File: src/rtl/vga_pkg.sv
// Shared definitions for the VGA drawing blocks: FSM encoding, screen
// defaults and the palette used by the piano-tiles top.
package vga_pkg;

  typedef enum logic [1:0] {
    ST_IDLE   = 2'd0,
    ST_DRAW   = 2'd1,
    ST_FINISH = 2'd2
  } state_t;

  localparam int SCREEN_W_DEFAULT = 640;
  localparam int SCREEN_H_DEFAULT = 480;

  localparam logic [23:0] BLACK       = 24'h000000;
  localparam logic [23:0] WHITE       = 24'hFFFFFF;
  localparam logic [23:0] TILE_RED    = 24'hFF0000;
  localparam logic [23:0] TILE_GREEN  = 24'h00FF00;
  localparam logic [23:0] TILE_BLUE   = 24'h0000FF;
  localparam logic [23:0] TILE_YELLOW = 24'hFFFF00;

endpackage

File: src/rtl/rect_raster_counter.sv
// Row-major column/row counter pair for one rectangle scan. Wraps on the
// clipped extent, flags the final pixel and the unclipped border.
module rect_raster_counter
  import vga_pkg::*;
#(
  parameter int X_W = 10,
  parameter int Y_W = 9
) (
  input  logic           clk,
  input  logic           rst,
  input  logic           start,
  input  logic           advance,
  input  logic [X_W:0]   ew,
  input  logic [Y_W:0]   eh,
  input  logic [X_W-1:0] w,
  input  logic [Y_W-1:0] h,
  output logic [X_W-1:0] cx,
  output logic [Y_W-1:0] cy,
  output logic           last_pixel,
  output logic           border
);

  localparam logic [X_W-1:0] CX_ONE = {{(X_W-1){1'b0}}, 1'b1};
  localparam logic [Y_W-1:0] CY_ONE = {{(Y_W-1){1'b0}}, 1'b1};
  localparam logic [X_W:0]   EW_ONE = {{X_W{1'b0}}, 1'b1};
  localparam logic [Y_W:0]   EH_ONE = {{Y_W{1'b0}}, 1'b1};

  logic [X_W-1:0] cx_r;
  logic [Y_W-1:0] cy_r;
  logic           col_last_s;
  logic           row_last_s;
  logic           border_s;

  // End-of-row / end-of-scan detection and border test against unclipped size
  always_comb begin
    col_last_s = ({1'b0, cx_r} == (ew - EW_ONE));
    row_last_s = ({1'b0, cy_r} == (eh - EH_ONE));
    border_s   = (cx_r == {X_W{1'b0}}) || (cx_r == (w - CX_ONE)) ||
                 (cy_r == {Y_W{1'b0}}) || (cy_r == (h - CY_ONE));
  end

  // Counter pair: cleared on start, stepped row-major while advancing
  always_ff @(posedge clk or posedge rst) begin
    if (rst) begin
      cx_r <= {X_W{1'b0}};
      cy_r <= {Y_W{1'b0}};
    end else if (start) begin
      cx_r <= {X_W{1'b0}};
      cy_r <= {Y_W{1'b0}};
    end else if (advance) begin
      if (col_last_s) begin
        cx_r <= {X_W{1'b0}};
        cy_r <= cy_r + CY_ONE;
      end else begin
        cx_r <= cx_r + CX_ONE;
      end
    end
  end

  assign cx         = cx_r;
  assign cy         = cy_r;
  assign last_pixel = col_last_s && row_last_s;
  assign border     = border_s;

endmodule

File: src/rtl/vga_rect_plotter.sv
// Rectangle drawing engine: accepts one clipped fill/outline request and
// emits one registered pixel write per clock on the VGA pixel interface.
module vga_rect_plotter
  import vga_pkg::*;
#(
  parameter int X_W      = 10,
  parameter int Y_W      = 9,
  parameter int COLOR_W  = 24,
  parameter int SCREEN_W = SCREEN_W_DEFAULT,
  parameter int SCREEN_H = SCREEN_H_DEFAULT
) (
  input  logic               CLOCK_50,
  input  logic               reset,
  input  logic               req_valid,
  output logic               req_ready,
  input  logic [X_W-1:0]     req_x,
  input  logic [Y_W-1:0]     req_y,
  input  logic [X_W-1:0]     req_w,
  input  logic [Y_W-1:0]     req_h,
  input  logic [COLOR_W-1:0] req_color,
  input  logic               req_mode,
  output logic [X_W-1:0]     VGA_X,
  output logic [Y_W-1:0]     VGA_Y,
  output logic [COLOR_W-1:0] VGA_COLOR,
  output logic               plot,
  output logic               busy,
  output logic               done
);

  localparam logic [X_W:0] SW_L = (X_W+1)'(SCREEN_W);
  localparam logic [Y_W:0] SH_L = (Y_W+1)'(SCREEN_H);

  state_t             state_r;
  state_t             next_state_s;
  logic               accept_s;
  logic               advance_s;

  logic [X_W-1:0]     x_r;
  logic [Y_W-1:0]     y_r;
  logic [X_W-1:0]     w_r;
  logic [Y_W-1:0]     h_r;
  logic [COLOR_W-1:0] color_r;
  logic               mode_r;
  logic [X_W:0]       ew_r;
  logic [Y_W:0]       eh_r;

  logic [X_W:0]       rem_x_s;
  logic [Y_W:0]       rem_y_s;
  logic [X_W:0]       ew_s;
  logic [Y_W:0]       eh_s;

  logic [X_W-1:0]     cx_s;
  logic [Y_W-1:0]     cy_s;
  logic               last_pixel_s;
  logic               border_s;

  // Visible extent of the incoming request, one bit wider than the inputs
  always_comb begin
    rem_x_s = SW_L - {1'b0, req_x};
    rem_y_s = SH_L - {1'b0, req_y};
    if ({1'b0, req_x} >= SW_L) begin
      ew_s = {(X_W+1){1'b0}};
    end else if ({1'b0, req_w} < rem_x_s) begin
      ew_s = {1'b0, req_w};
    end else begin
      ew_s = rem_x_s;
    end
    if ({1'b0, req_y} >= SH_L) begin
      eh_s = {(Y_W+1){1'b0}};
    end else if ({1'b0, req_h} < rem_y_s) begin
      eh_s = {1'b0, req_h};
    end else begin
      eh_s = rem_y_s;
    end
  end

  // Next-state logic; an empty visible area skips straight to FINISH
  always_comb begin
    next_state_s = state_r;
    accept_s     = 1'b0;
    case (state_r)
      ST_IDLE: begin
        if (req_valid && req_ready) begin
          accept_s = 1'b1;
          if ((ew_s == {(X_W+1){1'b0}}) || (eh_s == {(Y_W+1){1'b0}})) begin
            next_state_s = ST_FINISH;
          end else begin
            next_state_s = ST_DRAW;
          end
        end else begin
          next_state_s = ST_IDLE;
        end
      end
      ST_DRAW: begin
        if (last_pixel_s) begin
          next_state_s = ST_FINISH;
        end else begin
          next_state_s = ST_DRAW;
        end
      end
      ST_FINISH: next_state_s = ST_IDLE;
      default:   next_state_s = ST_IDLE;
    endcase
  end

  assign advance_s = (state_r == ST_DRAW);

  // State register
  always_ff @(posedge CLOCK_50 or posedge reset) begin
    if (reset) begin
      state_r <= ST_IDLE;
    end else begin
      state_r <= next_state_s;
    end
  end

  // Request capture; inputs are only looked at on the accept edge
  always_ff @(posedge CLOCK_50 or posedge reset) begin
    if (reset) begin
      x_r     <= {X_W{1'b0}};
      y_r     <= {Y_W{1'b0}};
      w_r     <= {X_W{1'b0}};
      h_r     <= {Y_W{1'b0}};
      color_r <= {COLOR_W{1'b0}};
      mode_r  <= 1'b0;
      ew_r    <= {(X_W+1){1'b0}};
      eh_r    <= {(Y_W+1){1'b0}};
    end else if (accept_s) begin
      x_r     <= req_x;
      y_r     <= req_y;
      w_r     <= req_w;
      h_r     <= req_h;
      color_r <= req_color;
      mode_r  <= req_mode;
      ew_r    <= ew_s;
      eh_r    <= eh_s;
    end
  end

  rect_raster_counter #(
    .X_W (X_W),
    .Y_W (Y_W)
  ) u_counter (
    .clk        (CLOCK_50),
    .rst        (reset),
    .start      (accept_s),
    .advance    (advance_s),
    .ew         (ew_r),
    .eh         (eh_r),
    .w          (w_r),
    .h          (h_r),
    .cx         (cx_s),
    .cy         (cy_s),
    .last_pixel (last_pixel_s),
    .border     (border_s)
  );

  // Registered outputs; ready drops on the accept edge and returns only after FINISH
  always_ff @(posedge CLOCK_50 or posedge reset) begin
    if (reset) begin
      req_ready <= 1'b1;
      busy      <= 1'b0;
      done      <= 1'b0;
      plot      <= 1'b0;
      VGA_X     <= {X_W{1'b0}};
      VGA_Y     <= {Y_W{1'b0}};
      VGA_COLOR <= {COLOR_W{1'b0}};
    end else begin
      req_ready <= (state_r == ST_IDLE) && (next_state_s == ST_IDLE);
      busy      <= (state_r == ST_DRAW);
      done      <= (state_r == ST_FINISH);
      plot      <= (state_r == ST_DRAW) && (!mode_r || border_s);
      if (state_r == ST_DRAW) begin
        VGA_X     <= x_r + cx_s;
        VGA_Y     <= y_r + cy_s;
        VGA_COLOR <= color_r;
      end
    end
  end

endmodule

File: config.mk
export PLATFORM = sky130hd
export DESIGN_NAME = vga_rect_plotter
export DESIGN_NICKNAME = d
export VERILOG_FILES = /design/src/rtl/vga_pkg.sv /design/src/rtl/rect_raster_counter.sv /design/src/rtl/vga_rect_plotter.sv
export SDC_FILE = /design/constraint.sdc
export NUM_CORES = 1
export LEC_CHECK = 0
export ABC_CLOCK_PERIOD_IN_PS = 7930
export BUFFER_PORTS_ARGS = -buffer_cell sky130_fd_sc_hd__buf_2
export CAP_MARGIN = 20
export CORE_MARGIN = 5
export CORE_UTILIZATION = 60
export DETAILED_ROUTE_END_ITERATION = 6
export PLACE_DENSITY = 0.85
export SLEW_MARGIN = 20
export SYNTH_ARGS = -nofsm -noshare
export SYNTH_HDL_FRONTEND = slang
export SYNTH_SLANG_ARGS = --single-unit
File: constraint.sdc
create_clock -name CLOCK_50 -period 7.93 [get_ports CLOCK_50]
set_input_delay 0.793 -clock CLOCK_50 [delete_from_list [all_inputs] [get_ports CLOCK_50]]
set_output_delay 0.793 -clock CLOCK_50 [all_outputs]
set_load 0.02 [all_outputs]
==> metrics.txt <==
outcome completed; ANT cells 0; Pwr Density between 150 and 200 nW/um^2; main area contributors after synthesis dfrtp_1 (43%), nand2_1 (13%), ha_1 (6.2%); Vias 7664; core area 14500 um^2; Mapped Nets 1159; synthesized area around 8800 um^2; # Post-CTS Setup Buffers 0; CP delay by family, top compound AO/OA/AOI/OAI gates; first-pass detailed-route iteration total 5; first-pass GRT wire length 37.0 mm; sw frac 0.233; sequential fraction of the synthesis area 0.431; syn avg cell area 8.43 um^2; Overflow after GRT 0; critical path startpoint req_y[0]; via/cell ratio roughly 5.8; setup TNS 0 ps; slowest CP cell a2111o_1; Detail Route Antenna Nets 0; layout cells sized above 1 0.139; Synth async-reset ratio 1.00; DRC viols 0; Nets 1242; HP Start color_r[2]$_DFFE_PP0P_; Achievable Freq approximately 260 MHz; global placer's final weighted congestion roughly 0.9; vias in the first global route 7507; WL per Instance 16.4 um; Worst-Skew Late Latency 420 ps; die area between 15000 and 20000 um^2; Worst Path Buf+Inv 2; Synth Flop Type dfrtp_1; number of port buffers ~110; most frequent cell after synthesis nand2_1; CTS Buf Count 17; Ports 113; CTS hold repair buffers 0; placed cells 1295; switching pwr 390 uW; Final Setup Violations 0; Die X 131 um; fin crit period between 3000 and 4000 ps; Hold Violations, Final 0; worst hold path type reg2reg; most frequent CP cell ha_1; maximum vdd drop between 0.1 and 0.15 mV; Synth top area share 0.428; Data required, critical path 8240 ps; dpl hpwl ~15 mm; GRT Resource Usage Total 0.257; combinational fraction of design power 0.067; Final Util 0.694; critical path arrival 4130 ps; Synth Instances 1047; internal power between 1 and 1.5 mW; Max clock buf depth 2; flops & latches, synth between 150 and 200; clock sinks 152; RSZ-0062 raised after global routing no; post-route setup slack 4110 ps; Resize count post-CTS 0; Initial DRC Count 504; Setup crit start kind input pin; Clk network pwr share 0.470; critical-path cell list buf_2, inv_1, ha_1, nor3b_1, nor2b_1, nand2b_1, xnor2_1, ha_1, a21o_1, a221o_1, a221oi_1, nor4b_1, a41o_1, a2111o_1, a22o_1; measured slew at the worst slew-check pin 905 ps; Post-synth top cells nand2_1 (310), dfrtp_1 (151), clkbuf_1 (48), inv_1 (47), xnor2_1 (46); Crit Path Class in2reg; DP Worst Slack 3690 ps; R2R Path Start ew_r[0]$_DFFE_PP0P_; Max Clock Skew 10.9 ps; largest net degree at the start of global routing 98; P&R area growth vs syn 13.8%; max_cap viols 0; YS warnings 0; P_leak 5.06 nW; CTS clk-pin slew, worst paths 60 ps; CTS tree done; Die Y ~130 um; crit-path max FO 4; cell row count 44; fin cells 1327; Root Buffer clkbuf_16; antenna violations before repair 0; Sequential Power Share 0.463; Crit path largest cell delay 400 ps; total power about 1.7 mW; fin. max-slew vios 0; Initial Util 0.610; slew margin rel. 0.394; final wirelength 21.8 mm; CTS H-tree lvls 4; Final Cycle Share 0.481; flop2flop setup slack 4660 ps; CP endpoint kind flip-flop; number of synthesized flops with an enable pin 0; cell taking the most area after synthesis dfrtp_1; Netlist cell types 66
## logic make-up (layout without fill, tap and decap cells)
kind of cell / Yosys count / after routing / share of synthesized area
AOI/OAI and AO/OA: 164 / 164 / 0.111
xor gates and xnor gates: 79 / 79 / 0.0784
adders and majority gates: 46 / 46 / 0.0669
buffers and inverters: 101 / 197 / 0.0434
DFF: 152 / 152 / 0.431
muxes: 14 / 14 / 0.0162
and+or+nand+nor: 491 / 491 / 0.253
## flip-flops by register name, summed over array words and instances, names as in the netlist
signal,cells
VGA_COLOR,24
VGA_X,10
VGA_Y,9
busy,1
color_r,24
done,1
eh_r,10
ew_r,11
h_r,9
mode_r,1
plot,1
req_ready,1
state_r,2
u_counter.cx,10
u_counter.cy,9
w_r,10
x_r,10
y_r,9
## cell type report
cell class	count	area [um^2]
multi-input cells	794	4650
fillers	1153	4430
flip-flops and latches	152	3800
repair buffers	117	598
clock buffers	19	433
well taps	184	230
inverters	48	185
clock inverters	13	146
## routing by layer
layer  GRT usage  wire (um)  up-vias
li1            -          -     3691
met1       0.378      10100     3620
met2       0.387       9630      315
met3      0.0470       1640       38
met4      0.0857        421        0
met5           0          0        -
## worst register-to-register path, delay by kind of cell (launching register included)
kind	cells	cell delay [ps]
and+or+nand+nor	3	1450
DFF	1	460
buffers and inverters	1	120
adders and majority gates	1	330
AOI/OAI and AO/OA	4	820
## power by group through the flow
stage	combinational, mW	sequential, mW	clock (mW)
after floorplan	0.0681	0.790	0
after global placement	0.111	0.790	0
after detailed placement	0.112	0.790	0
after CTS	0.113	0.776	0.796
after global routing	0.128	0.775	0.831
final	0.112	0.776	0.786
## through the flow
stage               hold slack [ps]  instance area [um^2]
floorplan                       403                  8830
global placement                442                  9470
detailed placement              448                  9470
CTS                             467                 10000
global route                    475                 10000
finish                          465                 10000
## layout by cell type (no fill, tap or decap), types with 3 or more instances in the layout
cell type / n
a211oi_1: 5
a21o_1: 6
a21oi_1: 32
a22o_1: 3
a31oi_1: 8
and3_1: 9
and4_1: 4
buf_2: 112
buf_4: 5
clkbuf_16: 17
clkinv_4: 5
dfrtp_1: 151
ha_1: 44
inv_1: 46
inv_6: 3
mux2i_1: 12
nand2_1: 310
nand2b_1: 9
nand3_1: 25
nand3b_1: 3
nand4_1: 9
nor2_1: 42
nor2b_1: 9
nor3_1: 19
nor3b_1: 7
nor4_1: 13
nor4b_1: 3
o21ai_0: 44
o21ai_1: 28
o22ai_1: 7
o31ai_1: 7
or3_1: 5
or4_1: 7
xnor2_1: 46
xor2_1: 33
## final timing paths
kind / endpoint / depth (start not counted)
worst max register to register: u_counter.cy[7]$_DFFE_PP0P_ / 9
worst min-delay path: VGA_COLOR[2]$_DFFE_PP0P_ / 2
worst max-delay path: state_r[1]$_DFF_PP0_ / 15
min in group asynchronous: VGA_X[6]$_DFFE_PP0P_ / 2
max in group asynchronous: y_r[1]$_DFFE_PP0P_ / 3
worst min register to register: VGA_COLOR[2]$_DFFE_PP0P_ / 2
No activity file was read; power rests on OpenSTA's default activity.
